### src/rtl/muldiv_sequencer_pkg.sv
// muldiv_sequencer_pkg: operation and state encodings shared by the multiply/divide sequencer
package muldiv_sequencer_pkg;
  typedef enum logic [1:0] {
    MD_OP_MUL = 2'b00,
    MD_OP_DIV = 2'b01,
    MD_OP_MOD = 2'b10
  } md_op_e;
  typedef enum logic [1:0] {
    MD_ST_IDLE = 2'b00,
    MD_ST_CALC = 2'b01,
    MD_ST_DONE = 2'b10
  } md_state_e;
endpackage

### src/rtl/muldiv_sequencer_if.sv
// muldiv_sequencer_if: request/result bundle between the EXE-stage controller and the sequencer
interface muldiv_sequencer_if #(parameter int WIDTH = 32) ();
  logic             start;
  logic [1:0]       op;
  logic [WIDTH-1:0] operand_a;
  logic [WIDTH-1:0] operand_b;
  logic             flush;
  logic             stall;
  logic             done;
  logic [WIDTH-1:0] result;
  logic             div_by_zero;
  modport master (output start, op, operand_a, operand_b, flush, input stall, done, result, div_by_zero);
  modport slave (input start, op, operand_a, operand_b, flush, output stall, done, result, div_by_zero);
endinterface

### src/rtl/muldiv_step.sv
// muldiv_step: one combinational shift-add (mul) or restoring shift-subtract (div) iteration
module muldiv_step #(parameter int WIDTH = 32) (
  input  logic             div,
  input  logic [WIDTH-1:0] acc,
  input  logic [WIDTH-1:0] a,
  input  logic [WIDTH-1:0] b,
  output logic [WIDTH-1:0] acc_next,
  output logic [WIDTH-1:0] a_next,
  output logic [WIDTH-1:0] b_next
);
  logic [WIDTH:0] sh;
  logic           ge;
  assign sh = {acc, a[WIDTH-1]};
  assign ge = sh >= {1'b0, b};
  // mul: acc += a when multiplier lsb set; div: the quotient bit shifts into the vacated dividend lsb
  always_comb begin
    acc_next = div ? (ge ? sh[WIDTH-1:0] - b : sh[WIDTH-1:0]) : (b[0] ? acc + a : acc);
    a_next   = div ? {a[WIDTH-2:0], ge} : a << 1;
    b_next   = div ? b : b >> 1;
  end
endmodule

### src/rtl/muldiv_sequencer.sv
// muldiv_sequencer: multi-cycle MUL/DIV/MOD unit that stalls the pipeline until its result is ready
import muldiv_sequencer_pkg::*;
module muldiv_sequencer #(
  parameter int WIDTH = 32,
  parameter int CNT_W = $clog2(WIDTH) + 1
) (
  input logic clk,
  input logic rst_n,
  muldiv_sequencer_if.slave bus
);
  md_state_e        state, state_next;
  md_op_e           op_r;
  logic [WIDTH-1:0] acc, a_r, b_r, acc_next, a_next, b_next, result_r;
  logic [CNT_W-1:0] cnt;
  logic             dbz_r, accept, dz, last;
  assign accept = state == MD_ST_IDLE && bus.start && !bus.flush;
  assign dz = (bus.op == MD_OP_DIV || bus.op == MD_OP_MOD) && bus.operand_b == '0;
  assign last = cnt == CNT_W'(WIDTH - 1);
  assign bus.stall = accept || state == MD_ST_CALC;
  assign bus.done = state == MD_ST_DONE;
  assign bus.result = result_r;
  assign bus.div_by_zero = dbz_r;
  muldiv_step #(.WIDTH(WIDTH)) u_step (
    .div      (op_r != MD_OP_MUL),
    .acc      (acc),
    .a        (a_r),
    .b        (b_r),
    .acc_next (acc_next),
    .a_next   (a_next),
    .b_next   (b_next)
  );
  // next state: flush wins everywhere, divide by zero skips straight to DONE
  always_comb begin
    state_next = bus.flush ? MD_ST_IDLE :
                 state == MD_ST_IDLE ? (bus.start ? (dz ? MD_ST_DONE : MD_ST_CALC) : MD_ST_IDLE) :
                 state == MD_ST_CALC ? (last ? MD_ST_DONE : MD_ST_CALC) : MD_ST_IDLE;
  end
  // state register
  always_ff @(posedge clk) state <= !rst_n ? MD_ST_IDLE : state_next;
  // operand latch, iteration datapath and result capture on the way into DONE
  always_ff @(posedge clk) begin
    if (!rst_n) begin
      op_r     <= MD_OP_MUL;
      acc      <= '0;
      a_r      <= '0;
      b_r      <= '0;
      cnt      <= '0;
      result_r <= '0;
      dbz_r    <= 1'b0;
    end else if (accept) begin
      op_r  <= bus.op == 2'b11 ? MD_OP_MUL : md_op_e'(bus.op);
      acc   <= '0;
      a_r   <= bus.operand_a;
      b_r   <= bus.operand_b;
      cnt   <= '0;
      dbz_r <= dz;
      if (dz) result_r <= bus.op == MD_OP_DIV ? '1 : bus.operand_a;
    end else if (state == MD_ST_CALC && !bus.flush) begin
      acc <= acc_next;
      a_r <= a_next;
      b_r <= b_next;
      cnt <= cnt + 1'b1;
      if (last) result_r <= op_r == MD_OP_DIV ? a_next : acc_next;
    end
  end
endmodule

### src/flat_wrapper.sv
// flat-port wrapper written by rule: the top's interface ports become plain ports
module muldiv_sequencer_flat 
#(
  parameter int WIDTH = 32,
  parameter int CNT_W = $clog2(WIDTH) + 1
)
  (clk, rst_n, bus_start, bus_op, bus_operand_a, bus_operand_b, bus_flush, bus_stall, bus_done, bus_result, bus_div_by_zero);
  muldiv_sequencer_if #(.WIDTH(WIDTH)) bus_i ();
  input logic clk;
  input logic rst_n;
  input wire logic [$bits(bus_i.start)-1:0] bus_start;
  input wire logic [$bits(bus_i.op)-1:0] bus_op;
  input wire logic [$bits(bus_i.operand_a)-1:0] bus_operand_a;
  input wire logic [$bits(bus_i.operand_b)-1:0] bus_operand_b;
  input wire logic [$bits(bus_i.flush)-1:0] bus_flush;
  output wire logic [$bits(bus_i.stall)-1:0] bus_stall;
  output wire logic [$bits(bus_i.done)-1:0] bus_done;
  output wire logic [$bits(bus_i.result)-1:0] bus_result;
  output wire logic [$bits(bus_i.div_by_zero)-1:0] bus_div_by_zero;
  assign bus_i.start = bus_start;
  assign bus_i.op = bus_op;
  assign bus_i.operand_a = bus_operand_a;
  assign bus_i.operand_b = bus_operand_b;
  assign bus_i.flush = bus_flush;
  assign bus_stall = bus_i.stall;
  assign bus_done = bus_i.done;
  assign bus_result = bus_i.result;
  assign bus_div_by_zero = bus_i.div_by_zero;
  muldiv_sequencer #(.WIDTH(WIDTH), .CNT_W(CNT_W)) u_core (.clk(clk), .rst_n(rst_n), .bus(bus_i));
endmodule
### config.mk
export PLATFORM = sky130hd
export DESIGN_NAME = muldiv_sequencer_flat
export DESIGN_NICKNAME = d
export VERILOG_FILES = /design/src/rtl/muldiv_sequencer_pkg.sv /design/src/rtl/muldiv_sequencer_if.sv /design/src/rtl/muldiv_step.sv /design/src/rtl/muldiv_sequencer.sv /design/src/flat_wrapper.sv
export SDC_FILE = /design/constraint.sdc
export NUM_CORES = 1
export LEC_CHECK = 0
export ABC_AREA = 1
export BUFFER_PORTS_ARGS = -buffer_cell sky130_fd_sc_hd__clkbuf_2
export CAP_MARGIN = 20
export CORE_ASPECT_RATIO = 1.1
export CORE_MARGIN = 1
export CORE_UTILIZATION = 28
export CTS_CLUSTER_SIZE = 16
export DETAILED_ROUTE_END_ITERATION = 7
export HOLD_SLACK_MARGIN = 0.1
export MAX_ROUTING_LAYER = met4
export PLACE_DENSITY_LB_ADDON = 0.1
export SLEW_MARGIN = 20
export SYNTH_ARGS = -nofsm -noshare
export SYNTH_HDL_FRONTEND = slang
export SYNTH_SLANG_ARGS = --single-unit
### constraint.sdc
create_clock -name clk -period 2.5 [get_ports clk]
set_input_delay 0.125 -clock clk [delete_from_list [all_inputs] [get_ports clk]]
set_output_delay 0.125 -clock clk [all_outputs]
set_load 0.01 [all_outputs]
# After elaboration in Yosys (flattened, before gate mapping)
# Index checks and enable logic that the tools add are counted.
[classes]
bitwise_logic = 1
reduce_logical = 16
div = 0
muxes = 21
shift = 0
add_sub_neg = 3
magnitude_cmp = 1
eq_ne = 9
mul = 0
[op_table]
columns = ["op", "n"]
rows = [
  ["$mux W32", 14],
  ["$ge A33 B32 Y1", 1],
  ["$add A32 B32 Y32", 1],
  ["$logic_not A32 Y1", 1],
  ["$sub A32 B32 Y32", 1],
  ["$mux W2", 6],
  ["$add A6 B1 Y6 const B", 1],
  ["$eq A2 B1 Y1 const B", 3],
  ["$eq A2 B2 Y1 const B", 3],
  ["$eq A6 B5 Y1 const B", 1],
  ["$reduce_bool A2 Y1", 3],
  ["$logic_and A1 B1 Y1", 4],
  ["$reduce_or A2 Y1", 2],
  ["$reduce_and A3 Y1", 1],
  ["$logic_not A2 Y1", 1],
  ["$logic_or A1 B1 Y1", 2],
  ["$ne A2 B1 Y1 const B", 1],
  ["$ne A2 B2 Y1 const B", 1],
  ["$reduce_and A2 Y1", 1],
  ["$logic_not A1 Y1", 1],
  ["$mux W1", 1],
  ["$not A1 Y1", 1],
]
[word_totals]
inputBits = 70
out_inout_bits = 35
latch_bits = 0
rom_bits = 0
register_bits = 139
memories = 0
wordCells = 59
ramBits = 0

# Logic depth before layout (Yosys ltp)
[logic_depth]
word_depth = 7
ltp_mapped = 19
ltp_nobuf = 18

# Hierarchy
# Synthesis repeated with hierarchy kept, for this count alone.
[unflattened]
hier_cells = 2264
area_unflattened_um2 = 12848.6
[modules_own_cells]
columns = ["mod", "cells_each", "seq_area_each_um2", "area_per_inst_um2", "n_inst"]
rows = [
  ["muldiv_sequencer", 970, 2782.7, 6495.0, 1],
  ["muldiv_step", 1294, 0.0, 6353.6, 1],
]

# Least setup slack after synthesis
# No wires, ideal clock.
[synth_timing]
kind = "reg2reg"
start = "register u_core.acc[0]"
end = "register u_core.result_r[28] (netlist: u_core.bus.result[28])"
n_path_buf = 0
t_arrival_ns = 2.037
path_slack_ns = 0.341
path_stages_with_launch = 18
synth_period_minus_slack_ns = 2.159
required_time_ns = 2.378
setup_ns = 0.122
path_cell_list = "dfxtp_1 -> ha_1 -> inv_1 -> fa_1 -> inv_1 -> nand3_1 -> nand3_1 -> nand2_1 -> nand2_1 -> nand2_1 -> nand2_1 -> nand2_1 -> nand3_1 -> nand3_1 -> nand2_1 -> nand3_1 -> nand2_1 -> a21oi_2"
[synth_via]
elab_chain_len = 7
word_cells_on_any_way = 10
classes_between = "2 x add/sub; 1 x order compare; 7 x mux"
[synth_rtl]
columns = ["element", "line", "source"]
rows = [
  ["start: declaration", "muldiv_sequencer.sv:13", "logic [WIDTH-1:0] acc, a_r, b_r, acc_next, a_next, b_next, result_r;"],
  ["start signal: assignment", "muldiv_sequencer.sv:59", "acc <= acc_next;"],
  ["$add A32 B32 Y32 (tied with other cells)", "muldiv_step.sv:17", "acc_next = div ? (ge ? sh[WIDTH-1:0] - b : sh[WIDTH-1:0]) : (b[0] ? acc + a : acc);"],
  ["$mux W32", "muldiv_step.sv:17", ""],
  ["$mux W32 (*)", "muldiv_step.sv:17", ""],
  ["$mux W32 (*) (2 in a row)", "muldiv_sequencer.sv:63", "if (last) result_r <= op_r == MD_OP_DIV ? a_next : acc_next;"],
  ["$mux W32 (*)", "muldiv_sequencer.sv:58", "end else if (state == MD_ST_CALC && !bus.flush) begin"],
  ["$mux W32 (*)", "muldiv_sequencer.sv:50", "end else if (accept) begin"],
  ["end signal: assignment", "muldiv_sequencer.sv:57", "if (dz) result_r <= bus.op == MD_OP_DIV ? '1 : bus.operand_a;"],
  ["end signal: assignment", "muldiv_sequencer.sv:63", ""],
  ["end: declaration", "muldiv_sequencer.sv:13", ""],
]
# Mark *: on every way between the ends. The rest lies on a longest branch, timed or not. The select of a mux whose other input is x is not followed.
# A chain may end at the register's enable or synchronous reset.

# Worst setup path in the final report
[layout_timing]
start = "register u_core.acc[29]"
end = "register u_core.result_r[31] (netlist: u_core.bus.result[31])"
# The elaborated chain is that of the path after synthesis.

==> flow_summary.json <==
{
  "drv_cap": 0,
  "vias": 13843,
  "place_hpwl_um": 38140,
  "grt_pass1_wl_um": 75280,
  "die_w_um": 206.3,
  "start_util_pct": 28.63,
  "grt_pass1_vias": 13177,
  "drt_first_pass_iters": 7,
  "power_density_nw_per_um2": 499.6,
  "final_common_cell": "nand2_1",
  "power_leakage_nw": 8.329,
  "synthCells": 2116,
  "clock-sinks": 139,
  "placed_cells": 2845,
  "cts_buffer_depth": 2,
  "ir_drop_v": 0.0004190,
  "grt_remaining_overflow": 0,
  "fin_cells": 2967,
  "ios": 105,
  "core_area_um2": 44900,
  "syn_area_um2": 12850,
  "max-slew-margin-rel_pct": 50.85,
  "cts.clk_slew.worst_paths_ns": 0.06,
  "yosysUniqueCellTypes": 48,
  "synth_nets": 2254,
  "outcome": "finished, violations left",
  "synth.top_cell.area_share_pct": 21.65,
  "fmax_mhz": 413.5,
  "hp-class": "input pin to flip-flop",
  "drc": 12,
  "cp.arrival_ns": 2.82,
  "required_ns": 2.90,
  "multi_input_area_um2": 9000,
  "clk_latency_ns": 0.47,
  "syn2layout_area_growth_pct": 33.33,
  "worstMarginPinSlew_ns": 0.7373,
  "hold_slack_ns": 0.1377,
  "synthTopCellsByArea": "dfxtp_1 22%, nand2_1 17%, inv_1 10%, o21ai_0 8.2%, ha_1 6.4%",
  "synth_seq_cells": 139,
  "nets": 2510,
  "grt_usage_pct": 21.96,
  "netlist.top_cell.by_area": "dfxtp_1",
  "cts_buffers": 17,
  "layout_common_cells": "545 x nand2_1, 350 x inv_1, 203 x o21ai_0",
  "nFillCells": 4896,
  "cts_root_buf": "clkbuf_16",
  "die_area_um2": 46770,
  "criticalPathCategory": "flip-flop to flip-flop",
  "cp_max_fo": 8,
  "port_buffers": 104,
  "period_share_pct": 96.75,
  "post-route-min-period_ns": 2.419,
  "wl_per_cell_um": 16.75,
  "htreeDepth": 4,
  "skew_ns": 0.01417,
  "gp_congestion": 0.8839,
  "die_h_um": 226.7,
  "endpoint_kind": "flip-flop",
  "violations": "design-rule violations",
  "antenna_found_initial": 1,
  "viasPerCell": 4.666,
  "hold_viol": 0,
  "routed_wl_um": 49690,
  "slew_viol_final": 0,
  "seq_area_um2": 2814,
  "start_kind": "flip-flop",
  "grt_max_degree": 65,
  "drive_above_1_share_pct": 26.37,
  "drt_iter0_drc": 826,
  "ys.warnings.count": 0,
  "avgSynthCellArea_um2": 6.075,
  "setup_viol": 0,
  "rows": 81,
  "yosysSeqAreaShare_pct": 21.65,
  "cts_tree": "yes",
  "rsz0062_at_grt": "true",
  "ant_nets": 0
}
[Yosys cell counts (all sizes together)]
cell and n:
clkbuf 56, o211ai 40, fa 2, nor4 8
xnor2 19, ha 66, a211oi 1, buf 29
clkinv 2, dfxtp 139, a32o 1, nand3 179
a21boi 1, o21bai 5, a31oi 1, and2 4
or2 3, a21oi 177, inv 374, nor3 15
nand2 644, nor2 107, o21ai 212, xor2 7
nand4 6, nand3b 18
[flip-flops by register name (all words and copies together) (netlist names)]
name / cells
u_core.op_r: 2
u_core.cnt: 6
u_core.acc: 32
u_core.bus.result: 32
u_core.a_r: 32
u_core.b_r: 32
u_core.bus.div_by_zero: 1
u_core.state: 2
[worst max-delay path: stages (launching register included)]
cell and delay (ns):
dfxtp_1 0.42, ha_1 0.28, buf_4 0.16, nand2_1 0.06, inv_1 0.05, nand2_2 0.09
nor2_2 0.05, nand3_2 0.08, nand3_4 0.10, nor2_8 0.20, buf_12 0.17, nand2_4 0.14
nand2_1 0.12, nand3_1 0.10, nand3_2 0.13, nand2_1 0.08, a21oi_2 0.10
[path summary, 6_finish.rpt]
check                         start                     end  slack [ns]  cells after the start
max reg2reg          u_core.acc[29]   u_core.bus.result[31]        0.08                     16
min                       bus_start         u_core.state[0]        0.14                      5
max                  u_core.acc[29]   u_core.bus.result[31]        0.08                     16
min reg2reg  u_core.bus.div_by_zero  u_core.bus.div_by_zero        0.45                      2
[logic make-up (layout without fill, tap and decap cells)]
| group | after synthesis | count (layout) | share of synthesized area (%) |
|---|---|---|---|
| compound gates | 438 | 438 | 18.97 |
| xor+xnor | 26 | 26 | 1.771 |
| fa+ha+maj | 68 | 68 | 6.735 |
| buf+inv | 461 | 727 | 15.10 |
| flops | 139 | 139 | 21.65 |
| other cells | 0 | 1 | 0 |
| simple gates | 984 | 987 | 35.78 |
[routing by layer]
layer / wire length [um] / global-route usage (%)
met1: 24350 / 29.19
met2: 22410 / 33.62
met4: 1492 / 8.776
met5: 0 / -
met3: 1447 / 2.601
[report_power, final]
part	internal (mW)	switching [mW]	total [mW]
sequential	2.33	0.0949	2.43
combinational	1.28	1.93	3.21
clock	1.77	1.15	2.92
total	5.39	3.17	8.56
[metrics by stage]
| step | setup slack, ns | utilization, % | TNS, ns | total power, mW | area, um^2 |
|---|---|---|---|---|---|
| after global placement | -0.1149 | 32.68 | -1.261 | 5.223 | 14670 |
| after global routing | -0.05025 | 38.17 | -0.3142 | 9.080 | 17140 |
| after CTS | -0.01410 | 35.80 | -0.05031 | 8.289 | 16070 |
| after detailed placement | -0.1137 | 32.68 | -1.493 | 5.217 | 14670 |
| after floorplan | 0.3409 | - | 0 | 4.301 | 12850 |
| final | 0.08133 | 38.17 | 0 | 8.563 | 17140 |
[what timing repair did]
| item | in CTS | in global routing |
|---|---|---|
| endpoints found under the hold margin | 100 | 0 |
| setup endpoints to repair | 39 | 66 |
| gates resized for setup | 12 | 198 |
| pin swaps | 2 | 18 |
| hold buffers | 69 | 0 |
| setup buffers | 0 | 12 |
| gates cloned | 2 | 6 |
[layout make-up]
class,count,area share [%]
tap,581,4.242
multi-input combinational,1519,52.51
timing repair buffer,319,14.81
sequential,139,16.42
clock inverter,10,0.9490
antenna,1,0.01460
clock buffer,22,2.825
inverter,376,8.235
Power figures use the tool's default switching activity.
